## config.mk

```make
export PLATFORM = sky130hd
export DESIGN_NAME = f1_sweep_ctrl
export DESIGN_NICKNAME = d
export VERILOG_FILES = /design/src/rtl/f1_sweep_ctrl.sv
export SDC_FILE = /design/constraint.sdc
export NUM_CORES = 1
export LEC_CHECK = 0
export BUFFER_PORTS_ARGS = -buffer_cell sky130_fd_sc_hd__buf_2
export CORE_UTILIZATION = 50
export CTS_BUF_LIST = sky130_fd_sc_hd__clkbuf_8
export DETAILED_ROUTE_END_ITERATION = 6
export MAX_ROUTING_LAYER = met4
export PLACE_DENSITY = 0.77
export SYNTH_ARGS = -nofsm -noshare
export SYNTH_HDL_FRONTEND = slang
export SYNTH_SLANG_ARGS = --single-unit
```

## constraint.sdc

```tcl
create_clock -name in_clk -period 4.96 [get_ports in_clk]
set_clock_uncertainty 0.05 [all_clocks]
set_input_delay 0.248 -clock in_clk [delete_from_list [all_inputs] [get_ports in_clk]]
set_output_delay 0.248 -clock in_clk [all_outputs]
set_load 0.02 [all_outputs]
```

## src/rtl/f1_sweep_ctrl.sv

```systemverilog
// f1_sweep_ctrl: steps the f1 block through all 8 input vectors,
// waits a settle window per vector and packs {x,y} into a 16-bit table.
// Optional golden compare: define GOLDEN_CHECK_EN.
module f1_sweep_ctrl #(
    parameter int SETTLE_CYCLES = 2,
    parameter int CNT_W         = 4
) (
    input  logic        in_clk,
    input  logic        in_rst_n,
    input  logic        in_start,
    input  logic        in_abort,
    input  logic        in_x,
    input  logic        in_y,
    output logic        out_a,
    output logic        out_b,
    output logic        out_c,
    output logic [2:0]  out_vec_idx,
    output logic        out_busy,
    output logic        out_done,
    output logic [15:0] out_table,
    output logic [7:0]  out_err_mask,
    output logic        out_pass
);

    typedef enum logic [1:0] {
        IDLE,
        SETTLE,
        CAPTURE
    } state_t;

    // A settle time of zero still needs one cycle of dwell.
    localparam int SETTLE_EFF = (SETTLE_CYCLES < 1) ? 1 : SETTLE_CYCLES;
    localparam logic [CNT_W-1:0] CNT_LOAD = CNT_W'(SETTLE_EFF);

    state_t            state_q;
    state_t            state_n;
    logic [CNT_W-1:0]  cnt_q;
    logic [CNT_W-1:0]  cnt_n;
    logic [2:0]        idx_q;
    logic [2:0]        idx_n;
    logic              busy_q;
    logic              busy_n;
    logic              done_q;
    logic              done_n;
    logic [15:0]       tbl_q;
    logic [15:0]       tbl_n;

    logic              start_fire;
    logic              abort_fire;
    logic              cap_fire;
    logic              last_vec;

    // Qualified events shared by the sequencer and the golden checker.
    always_comb begin
        start_fire = (state_q == IDLE) && in_start && !in_abort;
        abort_fire = (state_q != IDLE) && in_abort;
        cap_fire   = (state_q == CAPTURE) && !in_abort;
        last_vec   = (idx_q == 3'd7);
    end

    // Sequencer next-state and datapath updates; abort overrides capture.
    always_comb begin
        state_n = state_q;
        cnt_n   = cnt_q;
        idx_n   = idx_q;
        busy_n  = busy_q;
        done_n  = done_q;
        tbl_n   = tbl_q;
        if (abort_fire) begin
            state_n = IDLE;
            cnt_n   = '0;
            idx_n   = 3'd0;
            busy_n  = 1'b0;
            done_n  = 1'b0;
        end else begin
            unique case (state_q)
                IDLE: begin
                    if (start_fire) begin
                        state_n = SETTLE;
                        cnt_n   = CNT_LOAD;
                        idx_n   = 3'd0;
                        busy_n  = 1'b1;
                        done_n  = 1'b0;
                        tbl_n   = '0;
                    end
                end
                SETTLE: begin
                    cnt_n = cnt_q - CNT_W'(1);
                    if (cnt_q <= CNT_W'(1)) begin
                        state_n = CAPTURE;
                    end
                end
                CAPTURE: begin
                    tbl_n[{idx_q, 1'b0} +: 2] = {in_x, in_y};
                    if (last_vec) begin
                        state_n = IDLE;
                        cnt_n   = '0;
                        idx_n   = 3'd0;
                        busy_n  = 1'b0;
                        done_n  = 1'b1;
                    end else begin
                        state_n = SETTLE;
                        cnt_n   = CNT_LOAD;
                        idx_n   = idx_q + 3'd1;
                    end
                end
                default: begin
                    state_n = IDLE;
                    cnt_n   = '0;
                    idx_n   = 3'd0;
                    busy_n  = 1'b0;
                end
            endcase
        end
    end

    // Sequencer state register with synchronous active-low reset.
    always_ff @(posedge in_clk) begin
        if (!in_rst_n) begin
            state_q <= IDLE;
            cnt_q   <= '0;
            idx_q   <= 3'd0;
            busy_q  <= 1'b0;
            done_q  <= 1'b0;
            tbl_q   <= '0;
        end else begin
            state_q <= state_n;
            cnt_q   <= cnt_n;
            idx_q   <= idx_n;
            busy_q  <= busy_n;
            done_q  <= done_n;
            tbl_q   <= tbl_n;
        end
    end

`ifdef GOLDEN_CHECK_EN
    logic [7:0] mask_q;
    logic [7:0] mask_n;
    logic       pass_q;
    logic       pass_n;
    logic [1:0] gold;
    logic       miss;
    logic [7:0] hit;

    function automatic logic [1:0] golden(input logic [2:0] v);
        logic gx;
        logic gy;
        gx = v[2] ^ v[1];
        gy = (gx & v[0]) | v[1];
        return {gx, gy};
    endfunction

    // Compare each capture with the reference f1 and track the verdict.
    always_comb begin
        gold   = golden(idx_q);
        miss   = (gold != {in_x, in_y});
        hit    = 8'(miss) << idx_q;
        mask_n = mask_q;
        pass_n = pass_q;
        if (start_fire) begin
            mask_n = '0;
            pass_n = 1'b0;
        end else if (abort_fire) begin
            pass_n = 1'b0;
        end else if (cap_fire) begin
            mask_n = mask_q | hit;
            if (last_vec) begin
                pass_n = (mask_n == 8'd0);
            end
        end
    end

    // Golden verdict registers.
    always_ff @(posedge in_clk) begin
        if (!in_rst_n) begin
            mask_q <= '0;
            pass_q <= 1'b0;
        end else begin
            mask_q <= mask_n;
            pass_q <= pass_n;
        end
    end

    assign out_err_mask = mask_q;
    assign out_pass     = pass_q;
`else
    logic unused_cap;
    assign unused_cap   = cap_fire;
    assign out_err_mask = 8'd0;
    assign out_pass     = 1'b0;
`endif

    assign out_a       = idx_q[2];
    assign out_b       = idx_q[1];
    assign out_c       = idx_q[0];
    assign out_vec_idx = idx_q;
    assign out_busy    = busy_q;
    assign out_done    = done_q;
    assign out_table   = tbl_q;

endmodule

```

==> results_dict.tcl <==
set metrics [dict create \
    outcome "complete, no violations" \
    final_common_cell "buf_2" \
    seq_power_share 0.555 \
    cts_tree "done" \
    cts.sinks 27 \
    setup.worst_path.end_class "register" \
    netlist_instances 159 \
    ctsResizeCount 0 \
    dp_hpwl_mm 2.125 \
    vias_per_cell 5.816 \
    rows 18 \
    initial_core_util 0.5439 \
    antennaDiodeCount 0 \
    swShare 0.2821 \
    core_um2 2567 \
    min_path_type "in2reg" \
    grt_pass1_vias 1083 \
    grt_max_degree 19 \
    syn2layout_area_growth_pct 10.04 \
    clk_latency_ns 0.27 \
    syn_area_um2 1396 \
    dieWidth_um 54.85 \
    required_ns 5.08 \
    wl_met1_mm 1.437 \
    finalCritPeriodShare 0.4881 \
    critPathLaunchType "register" \
    worstMarginPinSlew_ns 0.6912 \
    internal_power_mw 0.3002 \
    rsz0062_at_grt "false" \
    first_pass_iters 4 \
    grt_pass1_wl_mm 4.823 \
    drive_above_1_share 0.2253 \
    vias 1233 \
    drc 0 \
    place_ws_ns 2.590 \
    mostFrequentLayoutCells "29 x buf_2, 27 x dfxtp_1, 14 x nor2_1" \
    syn_area_per_cell_um2 8.782 \
    hold_violations 0 \
    utilization 0.5984 \
    ys_ff_latch 27 \
    htreeDepth 1 \
    ys_types 37 \
    io_pins 39 \
    top_layer "met4" \
    ys_seq_area_frac 0.3871 \
    p_per_area_nw_per_um2 272.1 \
    slew_violations 0 \
    crit_arrival_ns 2.54 \
    power_mw 0.4181 \
    crit_chain "inv_1 -> ha_1 -> ha_1 -> nand2b_1 -> nor4_2 -> o21ai_1 -> a32o_2" \
    numCtsBuffers 3 \
    peakVddDrop_mv 0.1883 \
    fin_ws_ns 2.539 \
    dr_wl_met3_um 122 \
    finalWirelength_mm 2.916 \
    cpMostUsedCell "ha_1" \
    nNetsFinal 196 \
    stdcell_area_um2 1536 \
    max_freq_mhz 413.0 \
    grt_usage 0.2318 \
    p_sw_mw 0.1179 \
    postCtsSetupBuffers 0 \
    clkPwrFrac 0.292 \
    critPathTopFamily "flip-flops" \
    critPathMaxFanout 11 \
    cts_hold_buf 0 \
    ant_nets 0 \
    path_buf_inv 1 \
    placed_area_um2 1491 \
    setup_viol 0 \
    clk_pin_slew_ns 0.09 \
    combPwrFrac 0.152 \
    slew_headroom 0.5383 \
    slowest_stage "dfxtp_1" \
    routedWlPerCell_um 13.75 \
    slowest_delay_ns 0.59 \
    port_buffers 29 \
    power.leakage_nw 0.6676 \
    drv_cap 0 \
    die_h_um 54.85 \
    grt_remaining_overflow 0 \
    critical_path_class "reg2reg" \
    cts-root-buf "clkbuf_8" \
    die-area_um2 3008 \
    place_congestion 0.7815 \
    yosysWarnings 0 \
    antenna_found_initial 0 \
    drt_iter0_markers 23 \
    cts_buffer_depth 2 \
    wl_met2_mm 1.319 \
    tns_ns 0 \
    finalCriticalPeriod_ns 2.421 \
    num-fill-cells 248 \
]
-- tightest hold or removal path, cell delays in order --
cell and delay (ns):
buf_2 0.12, nand4_1 0.07, a21boi_1 0.06
-- cell usage after synthesis --
master / count / area (µm²)
dfxtp_1: 27 / 540.5
nor2_1: 14 / 52.55
buf_4: 12 / 90.09
nand2_1: 10 / 37.54
a21oi_1: 8 / 40.04
a32o_1: 8 / 80.08
inv_1: 8 / 30.03
ha_1: 7 / 87.58
o21ai_1: 6 / 30.03
nand2b_1: 5 / 31.28
o21ai_0: 5 / 25.02
buf_2: 4 / 20.02
nor3_1: 4 / 20.02
o22ai_1: 4 / 25.02
a22oi_1: 3 / 22.52
nand4_1: 3 / 18.77
nor2b_1: 3 / 18.77
nor4_2: 3 / 37.54
a21boi_1: 2 / 15.01
a32o_2: 2 / 22.52
and3_1: 2 / 12.51
clkbuf_1: 2 / 7.510
nand3_1: 2 / 10.01
nand3b_1: 2 / 15.01
a21oi_2: 1 / 8.760
a311oi_1: 1 / 8.760
a31oi_1: 1 / 6.260
a41oi_1: 1 / 8.760
and4bb_1: 1 / 12.51
conb_1: 1 / 3.750
mux2i_1: 1 / 10.01
nand2b_2: 1 / 8.760
nor3_2: 1 / 10.01
o21a_1: 1 / 7.510
o221ai_1: 1 / 8.760
or2_1: 1 / 6.260
or2_2: 1 / 6.260
-- final cells by class --
type	instances	area, µm²	share of cell area
Multi-Input combinational cell	114	738.2	0.4805
Sequential cell	27	540.5	0.3518
Timing Repair Buffer	29	145.1	0.09446
Clock buffer	3	41.29	0.02687
Tap cell	30	37.54	0.02443
Inverter	8	30.03	0.01954
Clock inverter	1	3.754	0.002443
-- power by group through the flow --
stage               combinational, mW  clock (mW)  sequential, mW
finish                         0.0636       0.122           0.232
global route                   0.0726       0.131           0.234
CTS                            0.0633       0.123           0.232
detailed placement             0.0629           0           0.237
global placement               0.0603           0           0.236
floorplan                      0.0570           0           0.234
-- per-stage QoR --
stage / cells / hold slack [ns]
after floorplan: 167 / 0.3510
after detailed placement: 208 / 0.3929
final: 212 / 0.2122
after global placement: 208 / 0.3893
after global routing: 212 / 0.2191
after CTS: 212 / 0.2079
-- per-layer routing --
layer / up-vias / GRT usage
met5: - / -
met4: 0 / 0.08974
met2: 40 / 0.3414
met1: 585 / 0.3105
met3: 4 / 0.04167
li1: 604 / -
-- state kept, by name, summed over array words and instances, names as in the netlist --
register     cells
cnt_q            4
out_busy         1
out_done         1
out_table       16
out_vec_idx      3
state_q          2
-- logic make-up (layout without fill, tap and decap cells) --
group / after synthesis / in the layout / share of synthesized area
flip-flops: 27 / 27 / 0.3871
adder cells (fa/ha/maj): 7 / 7 / 0.06272
other: 1 / 9 / 0.002686
multiplexers: 1 / 1 / 0.007169
AO/OA/AOI/OAI: 44 / 44 / 0.2213
AND/OR/NAND/NOR: 53 / 53 / 0.2133
buffers and inverters: 26 / 41 / 0.1057
-- worst paths after layout --
kind	startpoint	end	slack, ns	cells after the start
worst max-delay path	out_vec_idx[0]	out_table[12]	2.54	7
worst min-delay path	in_x	out_table[11]	0.21	3
worst max register to register	out_vec_idx[0]	out_table[12]	2.54	7
worst min register to register	out_table[1]	out_table[1]	0.41	2
Power figures use the tool's default switching activity.
